$ cat src/rtl/capture_threshold_sequencer_if.sv
// Sample-stream input and capture-RAM write port bundle for capture_threshold_sequencer.
interface capture_threshold_sequencer_if #(
  parameter int unsigned DATA_W = 16,
  parameter int unsigned ADDR_W = 10
);
  logic              in_valid;
  logic [DATA_W-1:0] in_data;
  logic              cap_we;
  logic [ADDR_W-1:0] cap_addr;
  logic [DATA_W-1:0] cap_data;

  // Upstream datapath drives samples and observes the RAM write port.
  modport master (
    output in_valid, in_data,
    input  cap_we, cap_addr, cap_data
  );

  // Sequencer consumes samples and drives the RAM write port.
  modport slave (
    input  in_valid, in_data,
    output cap_we, cap_addr, cap_data
  );
endinterface

$ cat src/rtl/capture_threshold_sequencer.sv
// Snapshot capture sequencer: arm, optional pre-trigger fill, threshold trigger,
// fixed post-trigger write count, then hold done and report the trigger address.
// Optional feature macro: CAPTURE_PRETRIG_EN (pre-trigger fill and circular
// writes while waiting). Without it the trigger sample lands at address 0.
module capture_threshold_sequencer #(
  parameter int unsigned DATA_W      = 16,
  parameter int unsigned ADDR_W      = 10,
  parameter int unsigned PRE_SAMPLES = 64
) (
  input  logic                        user_clk,
  input  logic                        user_rst_n,
  input  logic [31:0]                 thresh_word,
  input  logic                        arm,
  capture_threshold_sequencer_if.slave smp,
  output logic [ADDR_W-1:0]           trig_addr,
  output logic                        cap_done,
  output logic                        busy,
  output logic [31:0]                 cap_count
);

  localparam int unsigned DEPTH = 1 << ADDR_W;
`ifdef CAPTURE_PRETRIG_EN
  localparam int unsigned POST_INIT = DEPTH - PRE_SAMPLES - 1;
  localparam int unsigned PRE_LAST  = (PRE_SAMPLES == 0) ? 0 : PRE_SAMPLES - 1;
`else
  localparam int unsigned POST_INIT = DEPTH - 1;
  localparam int unsigned unused_pre_samples = PRE_SAMPLES;
`endif

  typedef enum logic [2:0] {
    S_IDLE,
`ifdef CAPTURE_PRETRIG_EN
    S_PREFILL,
`endif
    S_WAIT_TRIG,
    S_POST,
    S_DONE
  } state_t;

  state_t                    state_q;
  logic signed [DATA_W-1:0]  thr_q;
  logic [ADDR_W-1:0]         addr_q;
  logic [ADDR_W-1:0]         post_cnt_q;
`ifdef CAPTURE_PRETRIG_EN
  logic [ADDR_W-1:0]         pre_cnt_q;
`endif

  logic run_en;
  logic below_thr;
  logic unused_thresh_bits;

  // Run enable, strict signed trigger compare, and the reserved threshold bits.
  assign run_en             = thresh_word[31];
  assign below_thr          = $signed(smp.in_data) < thr_q;
  assign unused_thresh_bits = ^thresh_word[30:16];

  // Capture sequencer: state, write port, trigger address, done and counters.
  always_ff @(posedge user_clk or negedge user_rst_n) begin
    if (!user_rst_n) begin
      state_q      <= S_IDLE;
      thr_q        <= '0;
      addr_q       <= '0;
      post_cnt_q   <= '0;
`ifdef CAPTURE_PRETRIG_EN
      pre_cnt_q    <= '0;
`endif
      smp.cap_we   <= 1'b0;
      smp.cap_addr <= '0;
      smp.cap_data <= '0;
      trig_addr    <= '0;
      cap_done     <= 1'b0;
      busy         <= 1'b0;
      cap_count    <= '0;
    end else begin
      smp.cap_we <= 1'b0;
      if (!run_en) begin
        // Disable overrides everything, including a simultaneous arm.
        state_q  <= S_IDLE;
        cap_done <= 1'b0;
        busy     <= 1'b0;
      end else begin
        case (state_q)
          S_IDLE, S_DONE: begin
            if (arm) begin
              thr_q    <= DATA_W'($signed(thresh_word[15:0]));
              addr_q   <= '0;
              cap_done <= 1'b0;
              busy     <= 1'b1;
`ifdef CAPTURE_PRETRIG_EN
              pre_cnt_q <= '0;
              state_q   <= (PRE_SAMPLES == 0) ? S_WAIT_TRIG : S_PREFILL;
`else
              state_q   <= S_WAIT_TRIG;
`endif
            end
          end
`ifdef CAPTURE_PRETRIG_EN
          S_PREFILL: begin
            if (smp.in_valid) begin
              smp.cap_we   <= 1'b1;
              smp.cap_addr <= addr_q;
              smp.cap_data <= smp.in_data;
              addr_q       <= addr_q + ADDR_W'(1);
              pre_cnt_q    <= pre_cnt_q + ADDR_W'(1);
              if (pre_cnt_q == ADDR_W'(PRE_LAST)) begin
                state_q <= S_WAIT_TRIG;
              end
            end
          end
          S_WAIT_TRIG: begin
            if (smp.in_valid) begin
              smp.cap_we   <= 1'b1;
              smp.cap_addr <= addr_q;
              smp.cap_data <= smp.in_data;
              addr_q       <= addr_q + ADDR_W'(1);
              if (below_thr) begin
                trig_addr  <= addr_q;
                post_cnt_q <= ADDR_W'(POST_INIT);
                state_q    <= S_POST;
              end
            end
          end
`else
          S_WAIT_TRIG: begin
            // Only the trigger sample is written; it always lands at address 0.
            if (smp.in_valid && below_thr) begin
              smp.cap_we   <= 1'b1;
              smp.cap_addr <= '0;
              smp.cap_data <= smp.in_data;
              addr_q       <= ADDR_W'(1);
              trig_addr    <= '0;
              post_cnt_q   <= ADDR_W'(POST_INIT);
              state_q      <= S_POST;
            end
          end
`endif
          S_POST: begin
            if (post_cnt_q == '0) begin
              // Finish one cycle after the final write pulse.
              state_q   <= S_DONE;
              cap_done  <= 1'b1;
              busy      <= 1'b0;
              cap_count <= cap_count + 32'd1;
            end else if (smp.in_valid) begin
              smp.cap_we   <= 1'b1;
              smp.cap_addr <= addr_q;
              smp.cap_data <= smp.in_data;
              addr_q       <= addr_q + ADDR_W'(1);
              post_cnt_q   <= post_cnt_q - ADDR_W'(1);
            end
          end
          default: state_q <= S_IDLE;
        endcase
      end
    end
  end

endmodule

$ cat src/flat_wrapper.sv
// flat-port wrapper written by rule: the top's interface ports become plain ports
module capture_threshold_sequencer_flat 
#(
  parameter int unsigned DATA_W      = 16,
  parameter int unsigned ADDR_W      = 10,
  parameter int unsigned PRE_SAMPLES = 64
)
  (user_clk, user_rst_n, thresh_word, arm, trig_addr, cap_done, busy, cap_count, smp_in_valid, smp_in_data, smp_cap_we, smp_cap_addr, smp_cap_data);
  capture_threshold_sequencer_if #(.DATA_W(DATA_W), .ADDR_W(ADDR_W)) smp_i ();
  input  logic user_clk;
  input  logic user_rst_n;
  input  logic [31:0] thresh_word;
  input  logic arm;
  output logic [ADDR_W-1:0] trig_addr;
  output logic cap_done;
  output logic busy;
  output logic [31:0] cap_count;
  input wire logic [$bits(smp_i.in_valid)-1:0] smp_in_valid;
  input wire logic [$bits(smp_i.in_data)-1:0] smp_in_data;
  output wire logic [$bits(smp_i.cap_we)-1:0] smp_cap_we;
  output wire logic [$bits(smp_i.cap_addr)-1:0] smp_cap_addr;
  output wire logic [$bits(smp_i.cap_data)-1:0] smp_cap_data;
  assign smp_i.in_valid = smp_in_valid;
  assign smp_i.in_data = smp_in_data;
  assign smp_cap_we = smp_i.cap_we;
  assign smp_cap_addr = smp_i.cap_addr;
  assign smp_cap_data = smp_i.cap_data;
  capture_threshold_sequencer #(.DATA_W(DATA_W), .ADDR_W(ADDR_W), .PRE_SAMPLES(PRE_SAMPLES)) u_core (.user_clk(user_clk), .user_rst_n(user_rst_n), .thresh_word(thresh_word), .arm(arm), .smp(smp_i), .trig_addr(trig_addr), .cap_done(cap_done), .busy(busy), .cap_count(cap_count));
endmodule
$ cat config.mk
export PLATFORM = sky130hd
export DESIGN_NAME = capture_threshold_sequencer_flat
export DESIGN_NICKNAME = d
export VERILOG_FILES = /design/src/rtl/capture_threshold_sequencer_if.sv /design/src/rtl/capture_threshold_sequencer.sv /design/src/flat_wrapper.sv
export SDC_FILE = /design/constraint.sdc
export NUM_CORES = 1
export LEC_CHECK = 0
export CAP_MARGIN = 20
export CORE_MARGIN = 3
export CORE_UTILIZATION = 40
export DETAILED_ROUTE_END_ITERATION = 10
export PLACE_DENSITY = 0.66
export SLEW_MARGIN = 20
export SYNTH_ARGS = -nofsm -noshare
export SYNTH_HDL_FRONTEND = slang
export SYNTH_SLANG_ARGS = --single-unit
$ cat constraint.sdc
create_clock -name user_clk -period 3.4 [get_ports user_clk]
set_input_delay 0.34 -clock user_clk [delete_from_list [all_inputs] [get_ports user_clk]]
set_output_delay 0.34 -clock user_clk [all_outputs]
set_load 0.03 [all_outputs]
==> results.sh, run 1 <==
export IMPL_slowest_stage="or4b_1"
export IMPL_critPathRequiredTime_ns=3.67
export IMPL_grt_pass1_vias=3949
export IMPL_ant_nets=0
export IMPL_hold_buffers=0
export IMPL_place_ws_ns=0.193
export IMPL_die_y_um=120
export IMPL_irDropWorstVdd_mv=0.438
export IMPL_fmax_ghz=0.338
export IMPL_synth_distinct_cells=63
export IMPL_cap_violations=0
export IMPL_outcome="finished clean"
export IMPL_dp_cells=755
export IMPL_layout_setup_ws_ns=0.442
export IMPL_ys_flop_type="dfrtp_1"
export IMPL_dieWidth_um=120
export IMPL_seqPwrFrac=0.376
export IMPL_rows=40
export IMPL_start_kind="register"
export IMPL_switching_share=0.361
export IMPL_async_reset_ff_frac=1.00
export IMPL_numCtsBuffers=9
export IMPL_n_antenna_cell=0
export IMPL_crit_family="simple AND/OR/NAND/NOR gates"
export IMPL_final_setup_viol_count=0
export IMPL_clkPwrFrac=0.227
export IMPL_postSynthAreaPerCell_um2=10.4
export IMPL_ys_warn_count=0
export IMPL_finalCriticalPeriod_ns=2.96
export IMPL_skew_ns=0.00659
export IMPL_rsz0062_at_grt="no"
export IMPL_grt_overflow=0
export IMPL_clk_pin_slew_worst_paths_ns=0.06
export IMPL_grtUsageTotal=0.166
export IMPL_drtIter0Drc=217
export IMPL_cp_slowest_stage_delay_ns=0.58
export IMPL_timing_setup_tns_ns=0
export IMPL_antenna_found_initial=0
export IMPL_clock_latency_ns=0.35
export IMPL_fill_cells=1143
export IMPL_cts_max_path_buffers=2
export IMPL_worstSetupEndpointType="register"
export IMPL_cts_resized_gates=0
export IMPL_holdCritPathClass="primary input to async pin"
export IMPL_syn_inst=500
export IMPL_grt_pass1_wl_um=19400
export IMPL_path_class="register to register"
export IMPL_powerDensity_nw_per_um2=680
export IMPL_drc=0
export IMPL_hpwl_um=8500
export IMPL_cts_sinks=99
export IMPL_htreeDepth=3
export IMPL_intPower_mw=2.88
export IMPL_ys_ff_latch=99
export IMPL_cp_max_fo=9
export IMPL_multi_input_area_um2=2470
export IMPL_crit_chain="inv_1 > ha_1 > or4b_1 > nor4b_4 > buf_4 > nand3_1 > nor3b_1 > nor3b_1 > xor2_1"
export IMPL_drive_gt1_frac=0.120
export IMPL_syn2layout_area_growth_pct=27.7
export IMPL_core_area_um2=12400
export IMPL_finalCritPeriodShare=0.870
export IMPL_place_area_um2=6340
export IMPL_cts_tree="yes"
export IMPL_dieArea_um2=14400
export IMPL_path_buf_inv=2
export IMPL_p_sw_mw=1.63
export IMPL_initial_core_util=0.420
export IMPL_finalNetCount=670
export IMPL_slew_violations=0
export IMPL_relSlewSlack=0.395
export IMPL_hold_viol=0
export IMPL_crit_arrival_ns=3.23
export IMPL_leakage_nw=2.92
export IMPL_tightest_slew_ns=0.907
export IMPL_via_per_inst=5.14
export IMPL_cts_setup_buffers=0
export IMPL_fin_cells=770
export IMPL_io_buffer_count=97
export IMPL_register_area_um2=2480
export IMPL_wl_per_cell_um=14.9
export IMPL_crit_path_frequent_cell="nor3b_1"
export IMPL_ys_seq_area_frac=0.477
export IMPL_cts_root_buf="clkbuf_16"
export IMPL_pin_count=123
export IMPL_firstDrtPassIters=4
export IMPL_synth_edff_count=0
export IMPL_synth_area_um2=5190
export IMPL_postLayoutCellArea_um2=6630
export IMPL_comb_power_share=0.396
export IMPL_wl_um=11500
export IMPL_via_count=3955
export IMPL_grt_start_max_net_pins=74
export IMPL_gp_congestion=0.806
-- cells in the mapped netlist, drive strengths merged, types with 7 or more instances --
master	n	area, um2
nor3b	8	60.1
and3	14	87.6
a21oi	7	35.0
xor2	13	114
buf	14	100
nor3	18	90.1
xnor2	18	165
nand2	33	126
o21ai	24	120
o31ai	14	105
dfrtp	99	2480
nand4	8	65.1
a211oi	7	52.6
nand2b	11	68.8
ha	20	250
nand3	27	135
clkbuf	19	71.3
mux2	33	372
nor2	24	90.1
inv	28	105
-- power groups by stage --
| stage | registers [mW] | logic [mW] | clock network (mW) |
|---|---|---|---|
| after floorplan | 1.92 | 0.979 | 0 |
| after global placement | 1.70 | 1.75 | 0 |
| after detailed placement | 1.72 | 1.80 | 0 |
| after CTS | 1.70 | 1.80 | 1.05 |
| after global routing | 1.75 | 1.96 | 1.09 |
| final | 1.70 | 1.79 | 1.02 |
-- cell usage in the layout, fill, tap and decap left out, types with 2 or more instances in the layout --
master	count
a211oi_1	7
a21oi_1	7
a22o_1	2
a31oi_1	5
and2_1	2
and3_1	14
buf_4	15
clkbuf_16	9
clkdlybuf4s50_1	96
conb_1	10
dfrtp_1	99
ha_1	20
inv_1	28
mux2_2	33
nand2_1	32
nand2b_1	11
nand3_1	27
nand3b_1	2
nand4_1	7
nor2_1	24
nor2b_1	4
nor3_1	18
nor3b_1	8
nor4_1	3
nor4b_1	2
o211a_1	2
o211ai_1	2
o21a_1	3
o21ai_0	23
o31ai_1	14
o41ai_1	2
or2_1	2
or3_1	4
or4_1	4
xnor2_1	17
xor2_1	13
-- path summary, 6_finish.rpt --
| check | end | slack, ns | startpoint | cells after the start |
|---|---|---|---|---|
| max reg2reg | u_core.cap_count[19] | 0.44 | u_core.post_cnt_q[0] | 9 |
| min reg2reg | u_core.cap_count[11] | 0.49 | u_core.cap_count[11] | 1 |
| min in group user_clk | u_core.cap_count[11] | 0.49 | u_core.cap_count[11] | 1 |
| max in group asynchronous | u_core.post_cnt_q[1] | 2.53 | user_rst_n | 2 |
| min | u_core.post_cnt_q[7] | 0.13 | user_rst_n | 1 |
| max | u_core.cap_count[19] | 0.44 | u_core.post_cnt_q[0] | 9 |
-- cells by family after synthesis --
family,share of synthesized area
buf+inv,0.0533
mux,0.0716
compound gates,0.109
flops,0.477
xor+xnor,0.0537
simple gates,0.186
other cells,0.000722
fa+ha+maj,0.0482
-- worst register-to-register path: cells and delay by family, from the launching register on --
kind                     cells  cell delay [ns]
XOR/XNOR                     1             0.18
adder cells (fa/ha/maj)      1             0.22
buffers and inverters        2             0.30
flip-flops                   1             0.40
AND/OR/NAND/NOR              5             1.79
-- registers in the layout (all words and copies together), names as in the netlist --
signal               cells
u_core.smp.cap_data     16
u_core.smp.cap_addr     10
u_core.addr_q           10
u_core.busy              1
u_core.smp.cap_we        1
u_core.post_cnt_q       10
u_core.state_q           2
u_core.cap_count        32
u_core.cap_done          1
u_core.thr_q            16
-- per-layer routing --
metal  vias up  routed length, um  track usage
met3         8                652       0.0594
met5         -                  0            0
li1       1955                  -            -
met2        94               5480        0.266
met1      1898               5200        0.214
met4         0                150       0.0458
-- layout make-up --
type / count / area share
Multi-Input combinational cell: 349 / 0.373
Timing Repair Buffer: 111 / 0.162
Inverter: 28 / 0.0158
Sequential cell: 99 / 0.374
Clock inverter: 4 / 0.00773
Clock buffer: 11 / 0.0366
Tap cell: 168 / 0.0317
-- per-stage QoR --
| stage | total power [mW] | utilization | hold WS, ns |
|---|---|---|---|
| 6_report | 4.51 | 0.537 | 0.133 |
| 5_1_grt | 4.81 | 0.537 | 0.215 |
| 4_1_cts | 4.56 | 0.537 | 0.162 |
| 3_5_place_dp | 3.52 | 0.513 | 0.483 |
| 3_3_place_gp | 3.46 | 0.513 | 0.473 |
| 2_1_floorplan | 2.90 | - | 0.0444 |
Note: power is estimated with default switching activity, not from simulation.
==> inputs of run 2 (changes only) <==
--- a/config.mk
+++ b/config.mk
@@ -7,9 +7,9 @@
 export LEC_CHECK = 0
 export CAP_MARGIN = 20
 export CORE_MARGIN = 3
-export CORE_UTILIZATION = 40
+export CORE_UTILIZATION = 45
 export DETAILED_ROUTE_END_ITERATION = 10
-export PLACE_DENSITY = 0.66
+export PLACE_DENSITY = 0.73
 export SLEW_MARGIN = 20
 export SYNTH_ARGS = -nofsm -noshare
 export SYNTH_HDL_FRONTEND = slang
==> run 2 against run 1 <==
Against the previous run: worst setup slack worse by 0.053 ns; sequential share of layout area is 0.17 points lower; utilization grew 6.5 points; final area increased by 0.45%; via count increased by 0.63%; critical path type unchanged; critical endpoint is now u_core.cap_count[31]; largest cell class is now multi-input gates; largest power group unchanged.
==> results.sh, run 2 (synthesis gave the netlist of run 1 again) <==
export IMPL_outcome="finished clean"
export IMPL_drtIter0Drc=235
export IMPL_slew_violations=0
export IMPL_cap_violations=0
export IMPL_numCtsBuffers=9
export IMPL_crit_arrival_ns=3.26
export IMPL_hpwl_um=8730
export IMPL_hold_buffers=0
export IMPL_busiest_layer="met2"
export IMPL_cts_resized_gates=0
export IMPL_finalCriticalPeriod_ns=3.01
export IMPL_fmax_ghz=0.332
export IMPL_via_count=3980
export IMPL_drive_gt1_frac=0.126
export IMPL_drc=0
export IMPL_wl_per_cell_um=15.9
export IMPL_clock_latency_ns=0.35
export IMPL_core_area_um2=11100
export IMPL_firstDrtPassIters=4
export IMPL_cts_root_buf="clkbuf_16"
export IMPL_clk_pin_slew_worst_paths_ns=0.07
export IMPL_ant_nets=0
export IMPL_final_common_cell="dfrtp_1"
export IMPL_met3_usage=0.0467
export IMPL_gp_congestion=0.825
export IMPL_largest_reg_flops=32
export IMPL_gr_usage_met1=0.254
export IMPL_io_buffer_count=97
export IMPL_wl_um=11900
export IMPL_dieArea_um2=12900
export IMPL_hold_viol=0
export IMPL_syn2layout_area_growth_pct=28.3
export IMPL_irDropWorstVdd_mv=0.425
export IMPL_grt_start_max_net_pins=60
export IMPL_reg_top3="u_core.cap_count x32, u_core.smp.cap_data x16, u_core.thr_q x16"
export IMPL_cts_setup_buffers=0
export IMPL_cts_max_path_buffers=2
export IMPL_initial_core_util=0.469
export IMPL_grtUsageTotal=0.193
export IMPL_via_per_inst=5.35
export IMPL_grt_overflow=0
export IMPL_worstSetupEndpointType="register"
export IMPL_cts_sinks=99
export IMPL_timing_setup_tns_ns=0
export IMPL_rows=38
export IMPL_finalNetCount=671
export IMPL_path_class="register to register"
export IMPL_final_setup_viol_count=0
export IMPL_grt_met2_usage=0.314
export IMPL_htreeDepth=3
export IMPL_final_cell_mix="99 x dfrtp_1, 96 x clkdlybuf4s50_1, 33 x mux2_2, 32 x nand2_1, 28 x inv_1"
export IMPL_cp_max_fo=6
export IMPL_grt_pass1_vias=4088
export IMPL_antenna_found_initial=0
export IMPL_largest_register="u_core.cap_count"
export IMPL_dieWidth_um=113
export IMPL_skew_ns=0.00627
export IMPL_rsz0062_at_grt="no"
export IMPL_hold_slack_ns=0.0474
export IMPL_powerDensity_nw_per_um2=701
export IMPL_relSlewSlack=0.471
export IMPL_die_y_um=113
export IMPL_pin_count=123
export IMPL_finalCritPeriodShare=0.885
export IMPL_cts_tree="yes"
export IMPL_leakage_nw=2.95
export IMPL_tightest_slew_ns=0.791
export IMPL_critPathRequiredTime_ns=3.65
export IMPL_start_kind="register"
export IMPL_grt_pass1_wl_um=20100
export IMPL_n_antenna_cell=0
export IMPL_fill_cells=950
export IMPL_holdCritPathClass="primary input to async pin"
==> run 2: changes by cell type in the layout (fill, tap and decap cells not counted), sizes merged <==
cell      before  now
clkinvlp       1    0
inv           28   31
clkinv         2    1
bufinv         1    2
buf           15   16
clkbuf        11   10
==> run 2: final cells by class <==
| class | instances | area [um2] | area share |
|---|---|---|---|
| timing repair buffer | 112 | 1090 | 0.164 |
| clock inverter | 6 | 93.8 | 0.0141 |
| clock buffer | 10 | 239 | 0.0359 |
| multi-input combinational | 349 | 2480 | 0.372 |
| inverter | 28 | 105 | 0.0158 |
| tap | 140 | 175 | 0.0263 |
| sequential | 99 | 2480 | 0.372 |
==> run 2: per-stage QoR <==
stage / cells / power, mW / utilization / setup WS (ns) / instance area [um2]
floorplan: 509 / 2.90 / - / 0.621 / 5230
global placement: 728 / 3.46 / 0.571 / -0.0155 / 6320
detailed placement: 728 / 3.55 / 0.571 / -0.130 / 6320
CTS: 744 / 4.72 / 0.601 / 0.211 / 6660
global route: 744 / 4.98 / 0.601 / 0.189 / 6660
finish: 744 / 4.67 / 0.601 / 0.389 / 6660
==> run 2: layer usage <==
| metal | share of wire | vias to the layer above |
|---|---|---|
| met1 | 0.45 | 1928 |
| met4 | 0.016 | 0 |
| met2 | 0.49 | 84 |
| met3 | 0.042 | 14 |
| li1 | - | 1954 |
| met5 | 0 | - |
==> run 2: path summary, 6_finish.rpt <==
path	start	slack [ns]	to	cells past startpoint
worst max-delay path	u_core.post_cnt_q[0]	0.39	u_core.cap_count[31]	8
worst min-delay path	user_rst_n	0.05	u_core.post_cnt_q[1]	1
worst max register to register	u_core.post_cnt_q[0]	0.39	u_core.cap_count[31]	8
worst min register to register	u_core.cap_count[9]	0.50	u_core.cap_count[9]	1
max in group asynchronous	user_rst_n	2.55	u_core.cap_count[28]	2
min in group user_clk	u_core.cap_count[9]	0.50	u_core.cap_count[9]	1
==> run 2: power by group <==
| group | total [mW] | switching [mW] | internal (mW) |
|---|---|---|---|
| clock | 1.14 | 0.468 | 0.674 |
| sequential | 1.70 | 0.221 | 1.48 |
| combinational | 1.82 | 1.00 | 0.823 |
==> run 2: critical path, cell delays in order, from the launching register on <==
cell and delay, ns:
dfrtp_1 0.41, inv_1 0.09, ha_1 0.21, or4b_1 0.59, nor4b_4 0.55, nand4_4 0.21
or2_1 0.35, or3_4 0.36, xnor2_2 0.13
